`config.mk`:
```
export PLATFORM = sky130hd
export DESIGN_NAME = axi_burst_mem_slave
export DESIGN_NICKNAME = d
export VERILOG_FILES = /design/src/rtl/axi_mem_pkg.sv /design/src/rtl/burst_addr_gen.sv /design/src/rtl/axi_burst_mem_slave.sv
export SDC_FILE = /design/constraint.sdc
export NUM_CORES = 2
export LEC_CHECK = 0
export ABC_AREA = 1
export BUFFER_PORTS_ARGS = -buffer_cell sky130_fd_sc_hd__clkbuf_2
export CAP_MARGIN = 20
export CORE_MARGIN = 2
export CORE_UTILIZATION = 39
export CTS_CLUSTER_SIZE = 40
export DETAILED_ROUTE_END_ITERATION = 6
export PLACE_DENSITY = 0.53
export SLEW_MARGIN = 20
export SYNTH_ARGS = -nofsm -noshare
export SYNTH_HDL_FRONTEND = slang
export SYNTH_SLANG_ARGS = --single-unit
```
`constraint.sdc`:
```
create_clock -name clk -period 2.76 [get_ports clk]
set_input_delay 0.138 -clock clk [delete_from_list [all_inputs] [get_ports clk]]
set_output_delay 0.138 -clock clk [all_outputs]
set_load 0.01 [all_outputs]
```
`src/rtl/axi_mem_pkg.sv`:
```
// Shared constants, state encodings and helpers for the burst memory slave.
package axi_mem_pkg;

    localparam logic [1:0] BURST_FIXED = 2'b00;
    localparam logic [1:0] BURST_INCR  = 2'b01;
    localparam logic [1:0] BURST_WRAP  = 2'b10;

    localparam logic [1:0] RESP_OKAY   = 2'b00;
    localparam logic [1:0] RESP_SLVERR = 2'b10;

    typedef enum logic {
        R_IDLE,
        R_DATA
    } r_state_t;

    typedef enum logic [1:0] {
        W_IDLE,
        W_DATA,
        W_RESP
    } w_state_t;

    // WRAP bursts need a power-of-two beat count between 2 and 16.
    function automatic logic wrap_legal(input int unsigned len);
        return (len == 32'd1) || (len == 32'd3) || (len == 32'd7) || (len == 32'd15);
    endfunction

endpackage

```
`src/rtl/burst_addr_gen.sv`:
```
// Next-beat address for FIXED/INCR/WRAP bursts; one instance per channel.
module burst_addr_gen
    import axi_mem_pkg::*;
#(
    parameter int unsigned ADDR_W = 8,
    parameter int unsigned LEN_W  = 4
) (
    input  logic [ADDR_W-1:0] start,
    input  logic [LEN_W-1:0]  len,
    input  logic [1:0]        burst,
    input  logic [ADDR_W-1:0] cur,
    output logic [ADDR_W-1:0] next_addr_c,
    output logic              wrap_illegal_c
);

    logic [ADDR_W-1:0] mask;
    logic [ADDR_W-1:0] base;
    logic [ADDR_W-1:0] incr;

    // For a legal WRAP, len is 2^k-1, so it doubles as the in-window offset mask.
    assign mask = ADDR_W'(len);
    assign base = start & ~mask;
    assign incr = cur + ADDR_W'(1);

    always_comb begin
        wrap_illegal_c = (burst == BURST_WRAP) && !wrap_legal(32'(len));
        next_addr_c    = incr;
        if (burst == BURST_FIXED) begin
            next_addr_c = cur;
        end else if ((burst == BURST_WRAP) && !wrap_illegal_c) begin
            next_addr_c = base | (incr & mask);
        end
    end

endmodule

```
`src/rtl/axi_burst_mem_slave.sv`:
```
// Burst memory slave: independent read and write channels over one word array.
module axi_burst_mem_slave
    import axi_mem_pkg::*;
#(
    parameter int unsigned DATA_W = 8,
    parameter int unsigned ADDR_W = 8,
    parameter int unsigned DEPTH  = 256,
    parameter int unsigned ID_W   = 4,
    parameter int unsigned LEN_W  = 4
) (
    input  logic              clk,
    input  logic              rst,
    input  logic              ARVALID,
    output logic              ARREADY,
    input  logic [ID_W-1:0]   ARID,
    input  logic [ADDR_W-1:0] ARADDR,
    input  logic [LEN_W-1:0]  ARLEN,
    input  logic [1:0]        ARBURST,
    output logic              RVALID,
    input  logic              RREADY,
    output logic [DATA_W-1:0] RDATA,
    output logic [ID_W-1:0]   RID,
    output logic [1:0]        RRESP,
    output logic              RLAST,
    input  logic              AWVALID,
    output logic              AWREADY,
    input  logic [ID_W-1:0]   AWID,
    input  logic [ADDR_W-1:0] AWADDR,
    input  logic [LEN_W-1:0]  AWLEN,
    input  logic [1:0]        AWBURST,
    input  logic              WVALID,
    output logic              WREADY,
    input  logic [DATA_W-1:0] WDATA,
    input  logic              WLAST,
    output logic              BVALID,
    input  logic              BREADY,
    output logic [ID_W-1:0]   BID,
    output logic [1:0]        BRESP
);

    logic [DATA_W-1:0] mem [DEPTH];

    function automatic logic in_range(input logic [ADDR_W-1:0] a);
        return 32'(a) < DEPTH;
    endfunction

    // ---------------- read channel ----------------
    r_state_t          r_state, r_state_nxt;
    logic [ADDR_W-1:0] r_addr, r_start, r_addr_nxt_c, r_fetch_addr;
    logic [LEN_W-1:0]  r_len, r_beat;
    logic [1:0]        r_burst;
    logic              r_wrap_bad_c, r_load, r_fetch_last, r_fetch_bad;
    logic              ar_hs, r_hs;

    assign ar_hs = ARVALID && ARREADY;
    assign r_hs  = RVALID && RREADY;

    burst_addr_gen #(.ADDR_W(ADDR_W), .LEN_W(LEN_W)) u_r_gen (
        .start(r_start), .len(r_len), .burst(r_burst), .cur(r_addr),
        .next_addr_c(r_addr_nxt_c), .wrap_illegal_c(r_wrap_bad_c)
    );

    always_ff @(posedge clk or negedge rst) begin
        if (!rst) r_state <= R_IDLE;
        else      r_state <= r_state_nxt;
    end

    always_comb begin
        r_state_nxt = r_state;
        case (r_state)
            R_IDLE:  if (ar_hs) r_state_nxt = R_DATA;
            R_DATA:  if (r_hs && RLAST) r_state_nxt = R_IDLE;
            default: r_state_nxt = R_IDLE;
        endcase
    end

    // Selects which beat gets fetched into the registered R outputs.
    always_comb begin
        r_load       = 1'b0;
        r_fetch_addr = r_addr;
        r_fetch_last = 1'b0;
        r_fetch_bad  = r_wrap_bad_c;
        case (r_state)
            R_IDLE: if (ar_hs) begin
                r_load       = 1'b1;
                r_fetch_addr = ARADDR;
                r_fetch_last = (ARLEN == '0);
                r_fetch_bad  = (ARBURST == BURST_WRAP) && !wrap_legal(32'(ARLEN));
            end
            R_DATA: if (r_hs && !RLAST) begin
                r_load       = 1'b1;
                r_fetch_addr = r_addr_nxt_c;
                r_fetch_last = ((r_beat + LEN_W'(1)) == r_len);
            end
            default: r_load = 1'b0;
        endcase
    end

    always_ff @(posedge clk or negedge rst) begin
        if (!rst) begin
            ARREADY <= 1'b0;
            RVALID  <= 1'b0;
            RDATA   <= '0;
            RID     <= '0;
            RRESP   <= RESP_OKAY;
            RLAST   <= 1'b0;
            r_addr  <= '0;
            r_start <= '0;
            r_len   <= '0;
            r_burst <= BURST_FIXED;
            r_beat  <= '0;
        end else begin
            ARREADY <= (r_state_nxt == R_IDLE);
            RVALID  <= (r_state_nxt == R_DATA);
            if (ar_hs) begin
                RID     <= ARID;
                r_start <= ARADDR;
                r_len   <= ARLEN;
                r_burst <= ARBURST;
                r_beat  <= '0;
            end else if (r_hs && !RLAST) begin
                r_beat <= r_beat + LEN_W'(1);
            end
            if (r_load) begin
                r_addr <= r_fetch_addr;
                RDATA  <= in_range(r_fetch_addr) ? mem[r_fetch_addr] : '0;
                RRESP  <= (r_fetch_bad || !in_range(r_fetch_addr)) ? RESP_SLVERR : RESP_OKAY;
                RLAST  <= r_fetch_last;
            end
        end
    end

    // ---------------- write channel ----------------
    w_state_t          w_state, w_state_nxt;
    logic [ADDR_W-1:0] w_addr, w_start, w_addr_nxt_c;
    logic [LEN_W-1:0]  w_len, w_beat;
    logic [1:0]        w_burst;
    logic [ID_W-1:0]   w_id;
    logic              w_wrap_bad_c, w_err, w_err_set, w_err_nxt, w_we;
    logic              aw_hs, w_hs, b_hs, w_at_last;

    assign aw_hs     = AWVALID && AWREADY;
    assign w_hs      = WVALID && WREADY;
    assign b_hs      = BVALID && BREADY;
    assign w_at_last = (w_beat == w_len);

    burst_addr_gen #(.ADDR_W(ADDR_W), .LEN_W(LEN_W)) u_w_gen (
        .start(w_start), .len(w_len), .burst(w_burst), .cur(w_addr),
        .next_addr_c(w_addr_nxt_c), .wrap_illegal_c(w_wrap_bad_c)
    );

    always_ff @(posedge clk or negedge rst) begin
        if (!rst) w_state <= W_IDLE;
        else      w_state <= w_state_nxt;
    end

    always_comb begin
        w_state_nxt = w_state;
        case (w_state)
            W_IDLE:  if (aw_hs) w_state_nxt = W_DATA;
            W_DATA:  if (w_hs && w_at_last) w_state_nxt = W_RESP;
            W_RESP:  if (b_hs) w_state_nxt = W_IDLE;
            default: w_state_nxt = W_IDLE;
        endcase
    end

    // Sticky error collects range, illegal-wrap and WLAST-placement faults.
    always_comb begin
        w_err_set = 1'b0;
        if (w_hs) begin
            if (!in_range(w_addr) || w_wrap_bad_c) w_err_set = 1'b1;
            if (WLAST != w_at_last)                w_err_set = 1'b1;
        end
        w_err_nxt = aw_hs ? 1'b0 : (w_err || w_err_set);
        w_we      = w_hs && in_range(w_addr);
    end

    always_ff @(posedge clk or negedge rst) begin
        if (!rst) begin
            AWREADY <= 1'b0;
            WREADY  <= 1'b0;
            BVALID  <= 1'b0;
            BID     <= '0;
            BRESP   <= RESP_OKAY;
            w_err   <= 1'b0;
            w_id    <= '0;
            w_start <= '0;
            w_len   <= '0;
            w_burst <= BURST_FIXED;
            w_addr  <= '0;
            w_beat  <= '0;
        end else begin
            AWREADY <= (w_state_nxt == W_IDLE);
            WREADY  <= (w_state_nxt == W_DATA);
            BVALID  <= (w_state_nxt == W_RESP);
            BID     <= (w_state_nxt == W_RESP) ? w_id : '0;
            BRESP   <= ((w_state_nxt == W_RESP) && w_err_nxt) ? RESP_SLVERR : RESP_OKAY;
            w_err   <= w_err_nxt;
            if (aw_hs) begin
                w_id    <= AWID;
                w_start <= AWADDR;
                w_len   <= AWLEN;
                w_burst <= AWBURST;
                w_addr  <= AWADDR;
                w_beat  <= '0;
            end else if (w_hs) begin
                w_addr <= w_addr_nxt_c;
                w_beat <= w_beat + LEN_W'(1);
            end
        end
    end

    // Array has no reset; the read port samples it in the same edge, giving read-first.
    always_ff @(posedge clk) begin
        if (w_we) mem[w_addr] <= WDATA;
    end

endmodule

```
* After elaboration in Yosys (flattened, before gate mapping)
Memory sizes are Yosys's and may differ from the RTL's. A register that Yosys moved wholly into a read port is not among the register bits.
Index checks and enable logic that the tools add are counted.
** Word-level totals
- Bits in registers :: 77
- Bits in latches :: 0
- Bits in writable memories :: 2048
- Bits in read-only memories :: 0
- Word-level logic and storage cells :: 136
- Memories :: 1
** Memories
- mem :: words 256, bits a word 8, read ports 1, clocked after memory_dff 1, wr ports 1, line axi_burst_mem_slave.sv:41 : logic [DATA_W-1:0] mem [DEPTH];
** Cells by class
- Add/subtract/negate cells :: 4
- $mul :: 0
- Div/mod/pow operators :: 0
- $lt $le $gt $ge :: 0
- Equality and inequality tests :: 23
- Shifts and indexed selects :: 0
- Mux-type cells :: 36
- Bitwise logic cells :: 10
- Reductions and logical operators :: 39
** Operators by type and width (number)
- $mux 8 :: 8
- $mux 4 :: 5
- $add 8x1->8 const B :: 2
- $and 8x4->8 :: 2
- $and 8x8->8 :: 2
- $not 4->8 :: 2
- $or 8x8->8 :: 2
- $pmux 8 s2 :: 1
- $logic_and 1x1->1 :: 14
- $mux 1 :: 13
- $eq 4x1->1 const B :: 3
- $eq 4x2->1 const B :: 3
- $eq 4x3->1 const B :: 3
- $eq 4x4->1 const B :: 3
- $eq 2x2->1 const B :: 5
- $logic_or 1x1->1 :: 10
- $mux 2 :: 5
- $add 4x1->4 const B :: 2
- $eq 4x4->1 :: 2
- $logic_not 2->1 :: 4
- $logic_not 1->1 :: 7
- $pmux 1 s2 :: 3
- $pmux 2 s3 :: 1
- $eq 2x1->1 const B :: 2
- other kinds (6) :: 8

* Longest topological paths before layout
- Depth after elaboration :: 13
- Depth in mapped cells :: 21
- Gate-level depth less buffers :: 19

* Cells and area by module
Synthesis repeated with hierarchy kept, for this count alone.
** Second synthesis, totals
- Cell total of the unflattened synthesis :: 7594
- Area total of the unflattened synthesis :: 87848.0 µm²
** Modules (own cells, without submodules)
- axi_burst_mem_slave :: times used 1, cells each 7398, area each 86919.6 µm²
- burst_addr_gen :: times used 2, cells each 98, area each 464.2 µm²

* Worst setup path after synthesis
Ideal clock, no wire load.
- Kind :: reg-to-reg
- Start :: register RVALID
- End :: register RDATA[4], read port of mem
- Setup time :: 124 ps
- Arrival :: 2128 ps
- Required time :: 2636 ps
- Slack :: 507 ps
- Stages on the path, launching flop included :: 20
- Period minus slack after synthesis :: 2253 ps
- Path through :: dfrtp_1 -> nand2_1 -> nor2_4 -> nand3_1 -> nand3_4 -> nand2_2 -> buf_6 -> buf_4 -> buf_4 -> buf_4 -> nand2_1 -> nand3_1 -> nand3_1 -> nand3_1 -> nand3_1 -> nand3_1 -> nand3_1 -> nand2_1 -> nand2_1 -> nand3_1
** On the way
- Word-level cells in the longest chain between the ends :: 4
- Elaborated cells between the ends (all ways) :: 7
** Ends and longest elaborated chain
- start, declared :: line axi_burst_mem_slave.sv:19 : output logic RVALID,
- start signal, assigned :: line axi_burst_mem_slave.sv:114 : RVALID <= (r_state_nxt == R_DATA);
- $logic_and 1x1->1 :: line axi_burst_mem_slave.sv:56 : assign r_hs = RVALID && RREADY;
- $logic_and 1x1->1 :: line axi_burst_mem_slave.sv:90 : R_DATA: if (r_hs && !RLAST) begin
- $mux 8 / $mux 1 (equally long branches) :: line axi_burst_mem_slave.sv:90
- $pmux 8 s2 / $pmux 1 s2 (equally long branches) :: line axi_burst_mem_slave.sv:83 : case (r_state)
- end, declared :: line axi_burst_mem_slave.sv:21 : output logic [DATA_W-1:0] RDATA,
Parallel ways exist; a longest one is shown, timed or not.
A chain may end at the register's enable or synchronous reset.

* Final worst setup path
- Start :: register RVALID
- End :: register RDATA[6], read port of mem
The elaborated chain is that of the path after synthesis.

==> key figures <==
Hold path
  – Hold Path Depth: 4
  – Worst Hold Path EP: w_start[7]
  – Hold Crit Class: input port to flop
  – Worst Hold Launch: AWADDR[7]

Run status
  – Outcome: finished, violations left
  – Failing checks: negative setup slack

Critical path
  – R2R depth: 21
  – Reg2reg setup slack: -0.24 ns
  – Setup crit start kind: flop
  – Top delay family on crit path: simple AND/OR/NAND/NOR gates
  – Crit path from: RVALID
  – Critical path peak fanout: 8
  – R2R Path End: RDATA[6]
  – Crit path arrival time: 3.77 ns
  – CP Cell Sequence: nand2_2 -> nor2_4 -> nand2_4 -> nand2_4 -> nand3_4 -> nand2_8 -> buf_12 -> buf_12 -> buf_16 -> buf_6 -> nand2_1 -> nand2_1 -> nand3_1 -> nand3_1 -> nand3_2 -> nand3_4 -> nand3_4 -> nand3_4 -> nand2_4 -> nand2_4 -> nand3_2
  – Worst path max stage delay: 0.37 ns
  – Worst r2r src: RVALID
  – Crit-path slowest cell: dfrtp_1
  – Crit Path Class: flop to flop
  – Worst path required time: 3.52 ns
  – Buf+Inv Stages, Crit Path: 4
  – Worst setup EP type: flop

Pwr
  – Power per cell area: 1330 mW/mm2
  – Leak: 44.0 nW
  – Peak supply drop: 0.938 mV

Final layout
  – Commonest non-fill, non-tap cell in the layout: nand2_1
  – Count of non-filler cells in the finished layout: 12.4k
  – Layout Utilization: 48.4%
  – Nets@finish: 9,214
  – Highest-count cells in the layout ignoring fill and taps: 2,971 x nand2_1, 2,048 x edfxtp_1, 1,141 x nand3_1, 579 x buf_4, 575 x inv_1
  – Area delta synth->final: 23.6%
  – Share of layout cells above drive strength 1: 16.5%

Floorplanning
  – Die ar.: 0.237 mm2
  – # rows: 177
  – Die Wd: 487 um
  – Initial Utilization: 39.1%
  – Die Span Y: 487 um
  – Core ar.: 0.232 mm2
  – Ports: 78

Route
  – Final ANT Viol Nets: 0
  – Via density: 5.35
  – Total length of routed wires: 301,000 um
  – Vias: 66.3k
  – Iteration-0 DRC Markers: 6,987
  – Drt first pass iters: 6
  – WL/cell: 24.3 um
  – # DRC: 0

Timing
  – Max-slew violation count: 0
  – Min Tclk post-route: 3.00 ns
  – RSZ-0062 raised after global routing: yes
  – Maximum clock rate: 0.333 GHz
  – Final worst slack: -0.243 ns
  – Setup TNS: -1.70 ns
  – # setup viols final: 8
  – Rel. slew slack: 35.8%
  – Fin crit share: 109%
  – Final Hold Fails: 0
  – Slew @ Worst Pin: 0.960 ns
  – Worst Skew: 0.0476 ns

Global routing
  – Initial antenna violation count: 13
  – Largest net degree at the start of global routing: 71
  – First-pass GRT wire length: 440,000 um
  – Total gr overflow: 0
  – Gr usage total: 25.1%
  – Vias in the first global route: 65.1k

Yosys
  – FF+latch count, synth: 2,129
  – Syn Inst Count: 8,449
  – Compound-gate portion of the synthesized area: 0.792%
  – Simple-Gate Fraction of Synth Area: 23.7%
  – Synth Cell Area: 0.0909 mm2
  – EDFF count, synth: 2,048
  – Synth cell types: 45
  – Main synth FF type: edfxtp_1
  – Mean Syn Cell Area: 10.8 um2
  – Post-synthesis mux area share: 0%
  – Sequential area share after synthesis: 69.8%
  – Ys Warns: 0
  – Post-Synth Adder-Cell Area: 0.0963%
  – FFs w/ async S/R, synth: 3.80%
  – Post-Synth XOR/XNOR Area: 0.135%
  – Largest family of logic cells by synthesized area: simple AND/OR/NAND/NOR gates

Placed design
  – DP HPWL: 186,000 um
  – Worst slack, placed: -0.924 ns
  – Gpl congestion: 0.905
  – Placed cell count: 11.8k
  – Port bufs: 75

Clocking
  – Inserted Clock Buffers: 224
  – CTS tree: done
  – Worst-path clk slew: 0.06 ns
  – Clk buf depth: 3
  – Clock Tree Root: clkbuf_16
  – Worst skew pair latency: 0.88 ns
  – CTS sink cnt: 2,129
  – H-Tree Depth: 4

Flow run
  – Max Cap Viol: 0
-- what timing repair did --
item	4_1_cts	5_1_grt
gates cloned	26	6
buffers inserted	45	25
endpoints found under the hold margin	821	0
setup endpoints to repair	24	115
pin swaps	35	45
gates resized for setup	345	141
hold buffers	93	0
-- power by group --
part | switching (mW) | internal (mW)
Combinational | 52.4 | 29.9
Sequential | 0.522 | 36.2
Clock | 13.0 | 17.8
-- stage by stage --
step	power (mW)	hold slack [ns]	cell area [um2]
6_report	150	0.0829	112000
5_1_grt	157	0.104	112000
4_1_cts	147	0.0315	111000
3_5_place_dp	106	0.239	100000
3_3_place_gp	106	0.232	100000
2_1_floorplan	76.2	-0.158	91000
-- area by class of cell --
| class | instances | area [um2] |
|---|---|---|
| Timing Repair Buffer | 1019 | 11200 |
| Fill cell | 20800 | 120000 |
| Tap cell | 3043 | 3810 |
| Clock inverter | 135 | 1430 |
| Antenna cell | 3 | 7.51 |
| Sequential cell | 2129 | 63500 |
| Clock buffer | 291 | 6070 |
| Inverter | 601 | 2300 |
| Multi-Input combinational cell | 5180 | 24100 |
-- worst max path at each step --
stage | endpoint | slack [ns] | cells after the start
floorplan | RDATA[4] | 0.51 | 19
global placement | RDATA[6] | -0.90 | 21
detailed placement | RDATA[6] | -0.92 | 20
CTS | RDATA[7] | -0.23 | 21
global route | RDATA[4] | -0.34 | 18
finish | RDATA[6] | -0.24 | 21
-- kinds of logic (layout without fill, tap and decap cells) --
kind of cell | count (synthesis) | count (layout)
simple gates | 5029 | 5029
flops | 2129 | 2129
buf+inv | 1141 | 2046
compound gates | 128 | 128
xor+xnor | 14 | 14
fa+ha+maj | 7 | 7
other cells | 1 | 5
-- Yosys cell counts, drive strengths merged (3+ instances only) --
cell type  count  area share (%)
nand2       3013              12
edfxtp      2048              68
nand3       1344             7.4
inv          599             2.5
buf          437             2.6
nand4        346             2.4
nor2         315             1.3
clkbuf       103            0.43
o21ai         85            0.47
dfrtp         81             2.2
a21oi         17           0.098
xor2           8           0.077
ha             7           0.096
nor3           7           0.039
a31oi          6           0.041
o211ai         6           0.050
xnor2          6           0.058
a32oi          3           0.037
o22ai          3           0.021
-- layer usage --
metal / wire length [um] / track usage, % / part of all wire (%) / vias up
met4: 10700 / 8.99 / 3.6 / 2
met2: 142000 / 40.8 / 47 / 2649
li1: - / - / - / 30300
met5: 11 / 0 / 0.0037 / -
met3: 21500 / 3.71 / 7.1 / 500
met1: 126000 / 34.1 / 42 / 32900
-- worst min-delay path, cell delays in order --
cell           delay, ns
dlygate4sd3_1       0.52
clkbuf_2            0.10
nand2_1             0.08
o21ai_0             0.08
-- flip-flops by register name, summed over array words and instances, names as in the netlist, 2 cells and up --
register	flops
r_addr	8
w_beat	4
mem	2048
r_len	4
w_state	2
RID	4
r_beat	4
w_start	7
r_start	7
r_burst	2
RDATA	8
w_len	4
w_burst	2
BID	4
w_id	4
w_addr	8
Note: power is estimated with default switching activity, not from simulation.
